$ cat config.mk
export PLATFORM = sky130hd
export DESIGN_NAME = uart_frame_gen
export DESIGN_NICKNAME = d
export VERILOG_FILES = /design/src/rtl/uart_frame_gen.sv
export SDC_FILE = /design/constraint.sdc
export NUM_CORES = 1
export LEC_CHECK = 0
export ABC_AREA = 0
export BUFFER_PORTS_ARGS = -buffer_cell sky130_fd_sc_hd__buf_2
export CORE_MARGIN = 8
export CORE_UTILIZATION = 30
export CTS_BUF_LIST = sky130_fd_sc_hd__clkbuf_8
export DETAILED_ROUTE_END_ITERATION = 10
export GPL_TIMING_DRIVEN = 0
export PLACE_DENSITY = 0.42
export SYNTH_ARGS = -nofsm -noshare
export SYNTH_HDL_FRONTEND = slang
export SYNTH_SLANG_ARGS = --single-unit
$ cat constraint.sdc
create_clock -name clk_i -period 9.3 [get_ports clk_i]
set_input_delay 1.395 -clock clk_i [delete_from_list [all_inputs] [get_ports clk_i]]
set_output_delay 1.395 -clock clk_i [all_outputs]
set_load 0.01 [all_outputs]
$ cat src/rtl/uart_frame_gen.sv
// UART frame generator: byte FIFO feeding a start/data/parity/stop serializer.
// Baud divider, parity mode and stop-bit count are latched with each byte as it is popped.
module uart_frame_gen #(
  parameter int unsigned DIV_WIDTH  = 32,
  parameter int unsigned FIFO_DEPTH = 16,
  parameter int unsigned CNT_WIDTH  = 5
) (
  input  logic                 clk_i,
  input  logic                 arst_i,
  input  logic [DIV_WIDTH-1:0] cfg_div_i,
  input  logic [1:0]           cfg_parity_i,
  input  logic                 cfg_stop2_i,
  input  logic                 wr_en_i,
  input  logic [7:0]           wr_data_i,
  input  logic                 ovf_clr_i,
  output logic                 tx_o,
  output logic                 busy_o,
  output logic                 full_o,
  output logic                 empty_o,
  output logic [CNT_WIDTH-1:0] count_o,
  output logic                 frame_done_o,
  output logic                 ovf_o
);

  localparam int unsigned          PW      = $clog2(FIFO_DEPTH);
  localparam logic [CNT_WIDTH-1:0] DEPTH_C = CNT_WIDTH'(FIFO_DEPTH);

  typedef enum logic [2:0] {
    S_IDLE,
    S_START,
    S_DATA,
    S_PARITY,
    S_STOP
  } state_e;

  // FIFO storage and bookkeeping
  logic [7:0]           mem_q [FIFO_DEPTH];
  logic [PW-1:0]        wptr_q;
  logic [PW-1:0]        rptr_q;
  logic [CNT_WIDTH-1:0] count_q;
  logic                 ovf_q;
  logic                 full;
  logic                 empty;
  logic                 push;
  logic                 pop;
  logic [7:0]           head;

  // Serializer state
  state_e               state_q, state_d;
  logic [7:0]           data_q, data_d;
  logic [DIV_WIDTH-1:0] div_q, div_d;
  logic                 par_en_q, par_en_d;
  logic                 par_odd_q, par_odd_d;
  logic                 stop2_q, stop2_d;
  logic [DIV_WIDTH-1:0] baud_q, baud_d;
  logic [2:0]           bit_q, bit_d;
  logic                 stop_q, stop_d;
  logic                 tx_q, tx_d;
  logic                 bit_end;
  logic                 frame_done;

  assign full  = (count_q == DEPTH_C);
  assign empty = (count_q == '0);
  // full is the pre-edge value, so a write into a full FIFO is dropped even on a pop edge
  assign push  = wr_en_i && !full;
  assign head  = mem_q[rptr_q];

  always_ff @(posedge clk_i) begin
    if (push) begin
      mem_q[wptr_q] <= wr_data_i;
    end
  end

  always_ff @(posedge clk_i or posedge arst_i) begin
    if (arst_i) begin
      wptr_q  <= '0;
      rptr_q  <= '0;
      count_q <= '0;
      ovf_q   <= 1'b0;
    end else begin
      if (push) begin
        wptr_q <= wptr_q + PW'(1);
      end
      if (pop) begin
        rptr_q <= rptr_q + PW'(1);
      end
      case ({push, pop})
        2'b10:   count_q <= count_q + CNT_WIDTH'(1);
        2'b01:   count_q <= count_q - CNT_WIDTH'(1);
        default: count_q <= count_q;
      endcase
      if (ovf_clr_i) begin
        ovf_q <= 1'b0;
      end else if (wr_en_i && full) begin
        ovf_q <= 1'b1;
      end
    end
  end

  assign bit_end = (baud_q == div_q - DIV_WIDTH'(1));

  always_comb begin
    state_d    = state_q;
    data_d     = data_q;
    div_d      = div_q;
    par_en_d   = par_en_q;
    par_odd_d  = par_odd_q;
    stop2_d    = stop2_q;
    baud_d     = baud_q;
    bit_d      = bit_q;
    stop_d     = stop_q;
    pop        = 1'b0;
    frame_done = 1'b0;

    case (state_q)
      S_IDLE: begin
        pop = !empty;
      end
      S_START: begin
        if (bit_end) begin
          baud_d  = '0;
          bit_d   = '0;
          state_d = S_DATA;
        end else begin
          baud_d = baud_q + DIV_WIDTH'(1);
        end
      end
      S_DATA: begin
        if (bit_end) begin
          baud_d = '0;
          if (bit_q == 3'd7) begin
            stop_d  = 1'b0;
            state_d = par_en_q ? S_PARITY : S_STOP;
          end else begin
            bit_d = bit_q + 3'd1;
          end
        end else begin
          baud_d = baud_q + DIV_WIDTH'(1);
        end
      end
      S_PARITY: begin
        if (bit_end) begin
          baud_d  = '0;
          stop_d  = 1'b0;
          state_d = S_STOP;
        end else begin
          baud_d = baud_q + DIV_WIDTH'(1);
        end
      end
      S_STOP: begin
        if (bit_end) begin
          baud_d = '0;
          if (!stop2_q || stop_q) begin
            frame_done = 1'b1;
            pop        = !empty;
            state_d    = S_IDLE;
          end else begin
            stop_d = 1'b1;
          end
        end else begin
          baud_d = baud_q + DIV_WIDTH'(1);
        end
      end
      default: state_d = S_IDLE;
    endcase

    // A pop from IDLE or from the final stop cycle starts the next frame with fresh config
    if (pop) begin
      state_d   = S_START;
      data_d    = head;
      div_d     = (cfg_div_i == '0) ? DIV_WIDTH'(1) : cfg_div_i;
      par_en_d  = (cfg_parity_i == 2'b01) || (cfg_parity_i == 2'b10);
      par_odd_d = (cfg_parity_i == 2'b10);
      stop2_d   = cfg_stop2_i;
      baud_d    = '0;
      bit_d     = '0;
      stop_d    = 1'b0;
    end

    case (state_d)
      S_START:  tx_d = 1'b0;
      S_DATA:   tx_d = data_d[bit_d];
      S_PARITY: tx_d = par_odd_d ? ~^data_d : ^data_d;
      default:  tx_d = 1'b1;
    endcase
  end

  always_ff @(posedge clk_i or posedge arst_i) begin
    if (arst_i) begin
      state_q   <= S_IDLE;
      data_q    <= '0;
      div_q     <= DIV_WIDTH'(1);
      par_en_q  <= 1'b0;
      par_odd_q <= 1'b0;
      stop2_q   <= 1'b0;
      baud_q    <= '0;
      bit_q     <= '0;
      stop_q    <= 1'b0;
      tx_q      <= 1'b1;
    end else begin
      state_q   <= state_d;
      data_q    <= data_d;
      div_q     <= div_d;
      par_en_q  <= par_en_d;
      par_odd_q <= par_odd_d;
      stop2_q   <= stop2_d;
      baud_q    <= baud_d;
      bit_q     <= bit_d;
      stop_q    <= stop_d;
      tx_q      <= tx_d;
    end
  end

  assign tx_o         = tx_q;
  assign busy_o       = (state_q != S_IDLE);
  assign full_o       = full;
  assign empty_o      = empty;
  assign count_o      = count_q;
  assign frame_done_o = frame_done;
  assign ovf_o        = ovf_q;

endmodule

==> metrics.txt, run 1 <==
Detailed Place HPWL 21,280 um; vias in the first global route 7,907; pin count of the biggest net entering global routing 64; EDFF count, synth 128; arrival time at the worst endpoint 4.81 ns; Lkg Pwr 5.061 nW; Slew @ Worst Pin 1.091 ns; CTS root buffer clkbuf_8; core box area 36,430 um2; WL final 29,640 um; critical path class flop to output port; RSZ-0062 raised after global routing false; crit path time final 6.203 ns; Tcrit/Tclk final 66.69%; CP max FO 9; Routed Antenna Nets 0; setup TNS 0 ns; Worst-Skew Late Latency 0.61 ns; Layout Nets 1,102; IO Count 58; Num CTS Buffers 44; Worst VDD drop 0.0001219 V; worst r2r dst count_o[4]; area grow syn2layout 16.24%; Die ar. 43,290 um2; CTS resizes 0; CTS Buffer Depth 3; Reg clk slew, reported paths 0.05 ns; crit path launch div_q[1]; Clock Skews 0.03555 ns; Rows 70; Setup crit start kind flop; placed cell count 1,463; fraction of layout cells with a size suffix above 1 17.84%; Post-Synthesis Mean Instance Area 11.82 um2; vias 7,528; Fmax 161.2 MHz; Fin. Hold Viols 0; r2r setup slk 3.46 ns; Post-CTS Setup Bufs 0; Hold EP div_q[31]; die height 208.1 um; Post-Syn Area 11,070 um2; CTS tree done; first-pass GRT wire length 46,890 um; Syn Nets 997; drt wl/cell 19.19 um; Slew headroom 26.97%; CTS Hold Buffers Added 0; clock sink count 225; Synth Instances 936; Post-Layout Cell Count 1,544; outcome finished clean; PwrDens 188.5 nW/um2; Max-cap violations 0; final setup vio count 0; most frequent cells in the layout 145 x nand2_1, 128 x edfxtp_1, 95 x dfrtp_1, 80 x nor2_1, 62 x buf_2; synthesis warning total 0; All-Layer GR Usage 13.83%; initial antenna violation count 0; Post-synth top flop edfxtp_1; min-delay src div_q[31]; Initial Util 30.37%; most common cell after layout, fill and taps aside nand2_1; number of synthesized register bits 225; final-report max-slew violation count 0; DRC Markers 0; Hold WC Path Type flop to flop; first drt pass iteration count 5; worst endpoint required time 7.91 ns; port bufs 57; Remaining Overflow, GRT 0; Yosys cell types 85; drt initial violations 468; hold depth 2; H-tree levels 2; via/cell ratio 4.876; Final GP Congestion 0.7834; Post-synth ARST share 43.11%; register area share after synthesis 56.69%; Die Wd 208.1 um; Crit. End Element output port; Crit Reg-Reg Startpoint div_q[1]; Antenna Cells 0; Worst R2R Path Depth 20; post-layout util 35.31%
## how the worst max path moves through the flow
stage                               to  slack [ns]  cells past startpoint
after floorplan           frame_done_o        4.93                     11
final                     frame_done_o        3.10                     12
after global routing      frame_done_o        2.67                     12
after CTS                 frame_done_o        2.94                     12
after detailed placement    count_o[4]        3.37                     20
after global placement      count_o[4]        3.35                     20
## where the power goes
group	internal [mW]	switching (mW)	total [mW]
clock network	0.530	0.454	0.984
registers	1.14	0.0391	1.18
logic	0.0918	0.166	0.258
## Yosys cell counts, types with 3 or more instances
library cell	count	share of area, %
nor2_1	80	2.7
edfxtp_1	128	35
nor3_1	19	0.86
a211oi_1	4	0.27
ha_1	13	1.5
clkbuf_1	32	1.1
a222oi_1	3	0.27
and3_1	7	0.40
xor2_1	31	2.5
a221oi_1	7	0.55
nor4_4	4	0.77
mux4_2	26	5.3
a21oi_1	20	0.90
a31oi_1	6	0.34
nor4_1	15	0.85
a311o_1	4	0.36
nand2b_1	6	0.34
o31ai_1	4	0.27
a21o_1	6	0.41
buf_2	4	0.18
nand2_1	145	4.9
and2_1	7	0.40
or3_1	6	0.34
buf_1	4	0.14
mux2i_1	20	1.8
a211o_1	4	0.32
buf_4	3	0.20
nor4b_1	3	0.24
nand4_1	22	1.2
nand3_2	3	0.27
nand3_1	26	1.2
nand3b_1	3	0.20
o21ai_0	21	0.95
inv_1	28	0.95
nor2b_1	11	0.62
o21bai_1	3	0.20
dfrtp_1	95	21
xnor2_1	51	4.0
## critical path, stage by stage (launching register included)
cell,delay (ns)
dfrtp_1,0.44
inv_1,0.10
ha_1,0.29
nor3b_2,0.48
nand4_1,0.27
nor4b_1,0.56
xnor2_1,0.18
o2111ai_1,0.21
a2111oi_4,0.66
nand3_1,0.44
nor2b_1,0.25
and3_1,0.19
buf_2,0.14
## cell type report
type,instances,area (um2)
Buffer,45,200.2
Clock buffer,54,743.2
Clock inverter,27,132.6
Fill cell,3581,23570
Inverter,29,111.4
Multi-Input combinational cell,637,4499
Sequential cell,225,6274
Tap cell,468,585.6
Timing Repair Buffer,59,317.8
## state kept, by name, indices dropped and copies added (netlist names)
signal     flops
baud_q        32
bit_q          3
count_o        5
data_q         8
div_q         32
mem_q        128
ovf_o          1
par_en_q       1
par_odd_q      1
rptr_q         4
state_q        3
stop2_q        1
stop_q         1
tx_o           1
wptr_q         4
## layer usage
| metal | track usage, % | routed length, um | up-vias |
|---|---|---|---|
| met5 | 0 | 0 | - |
| met1 | 19.52 | 14870 | 3717 |
| met2 | 20.91 | 12970 | 128 |
| li1 | - | - | 3635 |
| met4 | 3.916 | 587 | 0 |
| met3 | 3.277 | 1210 | 48 |
## through the flow
step	cell area, um2	setup slack [ns]	hold WS, ns	total power [mW]
after floorplan	11070	4.930	0.4596	1.360
after global routing	12860	2.666	0.5180	2.559
after detailed placement	11990	3.373	0.4868	1.466
final	12860	3.097	0.4906	2.425
after global placement	11940	3.353	0.4849	1.460
after CTS	12860	2.938	0.5011	2.476
## cell families (layout without fill, tap and decap cells)
kind of cell / after synthesis / in the layout / share of synthesized area [%]
flops: 225 / 225 / 56.69
buf+inv: 74 / 214 / 2.792
compound gates: 116 / 116 / 7.937
fa+ha+maj: 14 / 14 / 1.651
xor+xnor: 82 / 82 / 6.490
simple gates: 375 / 375 / 16.90
mux: 50 / 50 / 7.541
No activity file was read; power rests on OpenSTA's default activity.
==> inputs of run 2 (changes only) <==
clock period = 6.09 ns   (was 9.3 ns; I/O delays follow)
==> run 2 against run 1 <==
Effect of this change:
- count of clock-buffer cells in the layout is the same
- routed wire length shrank 0.34%
- via count is 0.29% lower
- power up 53%
- highest routed layer unchanged
- critical endpoint unchanged
==> metrics.txt, run 2 (synthesized netlist as in run 1, its figures left out) <==
Final GP Congestion 0.7834 (unchanged); CTS root buffer clkbuf_8; Power, Total 3.704 mW (+53%); Crit Reg-Reg Startpoint div_q[1]; Worst VDD drop 0.0001862 V (+53%); first-pass GRT wire length 46,890 um (unchanged); most frequent cells in the layout 145 x nand2_1, 128 x edfxtp_1, 95 x dfrtp_1, 80 x nor2_1, 62 x buf_2; sw frac 27.21% (about the same); worst endpoint required time 5.18 ns (-2.73 ns); largest register by flop count mem_q; CTS Hold Buffers Added 0 (unchanged); Die Wd 208.1 um (unchanged); Clock Power Share 40.6% (about the same); core box area 36,430 um2 (unchanged); PwrDens 288.0 nW/um2 (+53%); Lkg Pwr 5.060 nW (about the same); WL final 29,540 um (-0.34%); crit path capture frame_done_o; fin area 12,860 um2 (about the same); Net Sw Power 1.008 mW (+53%); setup TNS 0 ns (unchanged); Worst-Skew Late Latency 0.61 ns (about the same); r2r setup slk 0.82 ns (-2.64 ns); Int Pwr 2.696 mW (+53%); Routed Antenna Nets 0 (unchanged); largest registers mem_q x128, baud_q x32, div_q x32; area grow syn2layout 16.20% (about the same); fill cell count 3,583 (+0.056%); fraction of layout cells with a size suffix above 1 17.86% (about the same); max reg flops 128 (unchanged); Fmax 176.9 MHz; final-report max-slew violation count 0 (unchanged); crit path launch div_q[1]; CP max FO 9 (unchanged); power share of the sequential group 48.8% (about the same); H-tree levels 2 (unchanged); RSZ-0062 raised after global routing false; Num CTS Buffers 44 (unchanged); Antenna Cells 0 (unchanged); pin count of the biggest net entering global routing 64 (unchanged); instance count on the critical path 12 (unchanged); Tcrit/Tclk final 92.83%; Post-CTS Setup Bufs 0 (unchanged); Slew @ Worst Pin 1.069 ns (-0.02265 ns); Die ar. 43,290 um2 (unchanged); port bufs 57 (unchanged); Hold WC Path Type input port to asynchronous set/reset pin; initial antenna violation count 0 (unchanged); final setup vio count 0 (unchanged); crit path time final 5.653 ns; CTS resizes 0 (unchanged); via/cell ratio 4.865 (-0.23%); Fin. Hold Viols 0 (unchanged); All-Layer GR Usage 13.83% (unchanged); vias in the first global route 7,907 (unchanged); die height 208.1 um (unchanged); most common cell after layout, fill and taps aside nand2_1; Rows 70 (unchanged); arrival time at the worst endpoint 4.74 ns (-0.07 ns); Reg clk slew, reported paths 0.06 ns (about the same); Detailed Place HPWL 21,280 um (unchanged); Initial Util 30.37% (unchanged); Min Hold Slack 0.3398 ns (-0.1508 ns); Slew headroom 28.49% (+1.5 points); crit path cell chain inv_1 > ha_1 > nor3b_2 > nand4_1 > nor4b_1 > xnor2_1 > o2111ai_1 > a2111oi_4 > nand3_1 > nor2b_1 > and3_1 > buf_2; Remaining Overflow, GRT 0 (unchanged); outcome finished clean; vias 7,506 (-0.29%); placed cell area 11,990 um2 (unchanged); IO Count 58 (unchanged); clock sink count 225 (unchanged); Layout Nets 1,101 (-0.091%); Max-cap violations 0 (unchanged); Slowest Stage Delay on Critical Path 0.59 ns (-0.07 ns); critical path class flop to output port; DRC Markers 0 (unchanged); Crit-path slowest cell a2111oi_4; first drt pass iteration count 4 (-1); Worst R2R Path Depth 19 (-5.0%); cell family with most CP delay simple AND/OR/NAND/NOR gates; worst r2r dst count_o[4]; CTS Buffer Depth 3 (unchanged); Clock Skews 0.03672 ns (+0.001166 ns); Worst Path Buf+Inv 2 (unchanged); Logic pwr share 10.6% (about the same); CTS tree done; Setup crit start kind flop; drt wl/cell 19.14 um (-0.27%); Crit. End Element output port; drt initial violations 436 (-6.8%)
==> run 2: cell types whose count changed in the layout (fill, tap and decap cells not counted) <==
cell      previous run  this run
clkbuf_1            32        31
==> run 2: through the flow <==
stage               worst slack [ns]  utilization (%)  cells
floorplan                      1.762                -    936
detailed placement            0.1634            32.90   1463
global route                 0.01736            35.30   1543
finish                        0.4369            35.30   1543
CTS                           0.1408            35.31   1544
global placement              0.1427            32.76   1461
==> run 2: power groups by stage <==
stage               Combinational, mW  Sequential (mW)  Clock (mW)
finish                          0.393             1.81        1.50
global route                    0.449             1.82        1.64
CTS                             0.406             1.81        1.57
detailed placement              0.405             1.83           0
global placement                0.394             1.83           0
floorplan                       0.251             1.83           0
==> run 2: routing by layer <==
layer  GRT usage (%)  vias up  routed length (um)
met2           20.91      124               12980
met1           19.52     3708               14760
met3           3.277       45                1234
li1                -     3629                   -
met5               0        -                   0
met4           3.916        0                 560
==> run 2: final cells by class <==
cell class / instances / area (um2) / area share [%]
Buffer: 44 / 196.4 / 1.528
Clock buffer: 54 / 743.2 / 5.779
Clock inverter: 27 / 132.6 / 1.031
Inverter: 29 / 111.4 / 0.8659
Multi-Input combinational cell: 637 / 4499 / 34.99
Sequential cell: 225 / 6274 / 48.78
Tap cell: 468 / 585.6 / 4.553
Timing Repair Buffer: 59 / 317.8 / 2.471
==> run 2: worst min-delay path by stage <==
stage	start	endpoint	slack (ns)
after global routing	arst_i	div_q[6]	0.34
final	arst_i	div_q[6]	0.34
after CTS	arst_i	div_q[6]	0.31
after global placement	ovf_o	ovf_o	0.48
after detailed placement	par_odd_q	par_odd_q	0.49
after floorplan	div_q[31]	div_q[31]	0.46
==> run 2: worst reg2reg max path, delay by kind of cell, from the launching register on <==
| family | cells | cell delay (ns) |
|---|---|---|
| fa+ha+maj | 3 | 1.02 |
| xor+xnor | 3 | 0.46 |
| simple gates | 4 | 1.39 |
| compound gates | 5 | 1.19 |
| flops | 1 | 0.44 |
| buf+inv | 4 | 0.67 |
==> inputs of run 3 (changes only) <==
BUFFER_PORTS_ARGS = -buffer_cell sky130_fd_sc_hd__buf_4   (was -buffer_cell sky130_fd_sc_hd__buf_2)
PLACE_DENSITY = 0.57   (was 0.42)
==> run 3 against run 2 <==
Effect of this change:
- largest power group unchanged
- highest routed layer unchanged
- critical path type is now flop to flop
- via count grew 1.2%
- routed wire length shrank 6.1%
- die area is the same
==> metrics.txt, run 3 (synthesized netlist as in run 1, its figures left out) <==
crit path launch div_q[1]; Post-CTS Setup Bufs 0 (unchanged); Slew @ Worst Pin 1.006 ns (-0.06274 ns); CTS resizes 0 (unchanged); Lkg Pwr 5.042 nW (-0.35%); Layout Nets 1,098 (-0.27%); CTS root buffer clkbuf_8; arrival time at the worst endpoint 5.89 ns (+1.15 ns); post-layout util 35.60% (+0.30 points); crit path capture count_o[4]; largest registers mem_q x128, baud_q x32, div_q x32; Clock Skews 0.03360 ns (-0.003117 ns); met2 wire len 13,150 um (+1.3%); vias 7,594 (+1.2%); All-Layer GR Usage 12.63% (-1.2 points); first-pass GRT wire length 43,450 um (-7.3%); Min Hold Slack 0.4074 ns (+0.06762 ns); Crit Reg-Reg Startpoint div_q[1]; die height 208.1 um (unchanged); most frequent cells in the layout 145 x nand2_1, 128 x edfxtp_1, 95 x dfrtp_1, 80 x nor2_1, 60 x buf_4; Setup crit start kind flop; Die Wd 208.1 um (unchanged); fraction of layout cells with a size suffix above 1 17.62% (-0.24 points); via/cell ratio 4.947 (+1.7%); Max-cap violations 0 (unchanged); Power, Total 3.689 mW (-0.41%); Crit. End Element flop; Hold WC Path Type input port to asynchronous set/reset pin; Rows 70 (unchanged); max reg flops 128 (unchanged); CTS Hold Buffers Added 0 (unchanged); Final GP Congestion 0.8096 (+3.3%); Final WS setup 0.6309 ns (+0.1940 ns); DRC Markers 0 (unchanged); Antenna Cells 0 (unchanged); CTS Buffer Depth 3 (unchanged); Die ar. 43,290 um2 (unchanged); area grow syn2layout 17.20%; fin area 12,970 um2 (+0.86%); PwrDens 284.4 nW/um2 (-1.3%); placed cell area 12,140 um2 (+1.3%); CTS tree done; pin count of the biggest net entering global routing 55 (-14%); vias in the first global route 7,540 (-4.6%); drt wl/cell 18.06 um (-5.6%); H-tree levels 2 (unchanged); final-report max-slew violation count 0 (unchanged); core box area 36,430 um2 (unchanged); Worst R2R Path Depth 20 (+1); final setup vio count 0 (unchanged); largest register by flop count mem_q; fill cell count 3,586 (+0.084%); Remaining Overflow, GRT 0 (unchanged); Worst-Skew Late Latency 0.57 ns (-0.04 ns); RSZ-0062 raised after global routing false; IO Count 58 (unchanged); Post-Layout Cell Count 1,535 (-0.52%); setup TNS 0 ns (unchanged); outcome finished clean; port bufs 57 (unchanged); Fmax 183.2 MHz (+3.6%); r2r setup slk 0.63 ns (-0.19 ns); M1 WL 12,690 um (-14%); placed cell count 1,463 (unchanged); Fin. Hold Viols 0 (unchanged); Detailed Place HPWL 19,470 um (-8.5%); DR WL met3 1241 um (+0.57%); Worst VDD drop 0.0002013 V (+8.1%); worst r2r dst count_o[4]; Reg clk slew, reported paths 0.06 ns (about the same); Tcrit/Tclk final 89.64% (-3.2 points); first drt pass iteration count 5 (+1); Initial Util 30.37% (unchanged); Slew headroom 32.57% (+4.1 points); clock sink count 225 (unchanged); Num CTS Buffers 40 (-9.1%); worst endpoint required time 6.52 ns (+1.34 ns); WL final 27,720 um (-6.1%); most common cell after layout, fill and taps aside nand2_1; initial antenna violation count 0 (unchanged); top layer used by detailed routing met4; Routed Antenna Nets 0 (unchanged); crit path time final 5.459 ns (-0.1940 ns); drt initial violations 456 (+4.6%); CP max FO 10 (+1); critical path class flop to flop; Placement Setup Slack 0.5718 ns (+0.4084 ns)
[run 3: changes by cell type in the layout (fill, tap and decap cells not counted), sizes merged]
cell,previous run,this run
inv,49,38
clkinv,7,13
bufinv,0,2
clkbuf,85,79
clkinvlp,0,1
[run 3: final cells by class]
type / instances / area, um2 / share of cell area, %
clock inverter: 25 / 181.4 / 1.399
buffer: 45 / 200.2 / 1.544
clock buffer: 47 / 646.9 / 4.987
inverter: 29 / 111.4 / 0.8586
sequential: 225 / 6274 / 48.37
tap: 468 / 585.6 / 4.515
timing repair buffer: 59 / 466.7 / 3.598
multi-input combinational: 637 / 4504 / 34.73
[run 3: metal layers]
metal | vias to the layer above | GRT usage, %
li1 | 3638 | -
met1 | 3748 | 16.46
met2 | 163 | 20.76
met3 | 45 | 2.645
met4 | 0 | 4.087
met5 | - | 0
[run 3: worst min-delay path by stage]
stage | start | end | cells past startpoint
4_1_cts | arst_i | wptr_q[3] | 2
3_3_place_gp | par_odd_q | par_odd_q | 2
2_1_floorplan | div_q[31] | div_q[31] | 2
5_1_grt | arst_i | count_o[3] | 2
3_5_place_dp | par_odd_q | par_odd_q | 2
6_report | arst_i | wptr_q[2] | 2
[run 3: critical path: stages, from the launching register on]
cell and delay [ns]:
dfrtp_1 0.45, inv_1 0.11, ha_1 0.28, nor3b_2 0.43, nand3_2 0.24, or4_1 0.47
o31ai_2 0.36, nand3_1 0.24, nor4_4 0.39, a21oi_2 0.14, inv_2 0.25, clkbuf_1 0.52
ha_1 0.35, inv_1 0.10, fa_1 0.41, inv_1 0.07, a21o_1 0.11, a21oi_1 0.07
xnor2_1 0.14, nor2_1 0.07, xor2_1 0.15
[run 3: power breakdown]
part           leakage (nW)  switching (mW)  internal [mW]  total [mW]
registers              2.37          0.0599           1.75        1.81
logic                  2.22           0.262          0.162       0.424
clock network         0.454           0.662          0.797        1.46
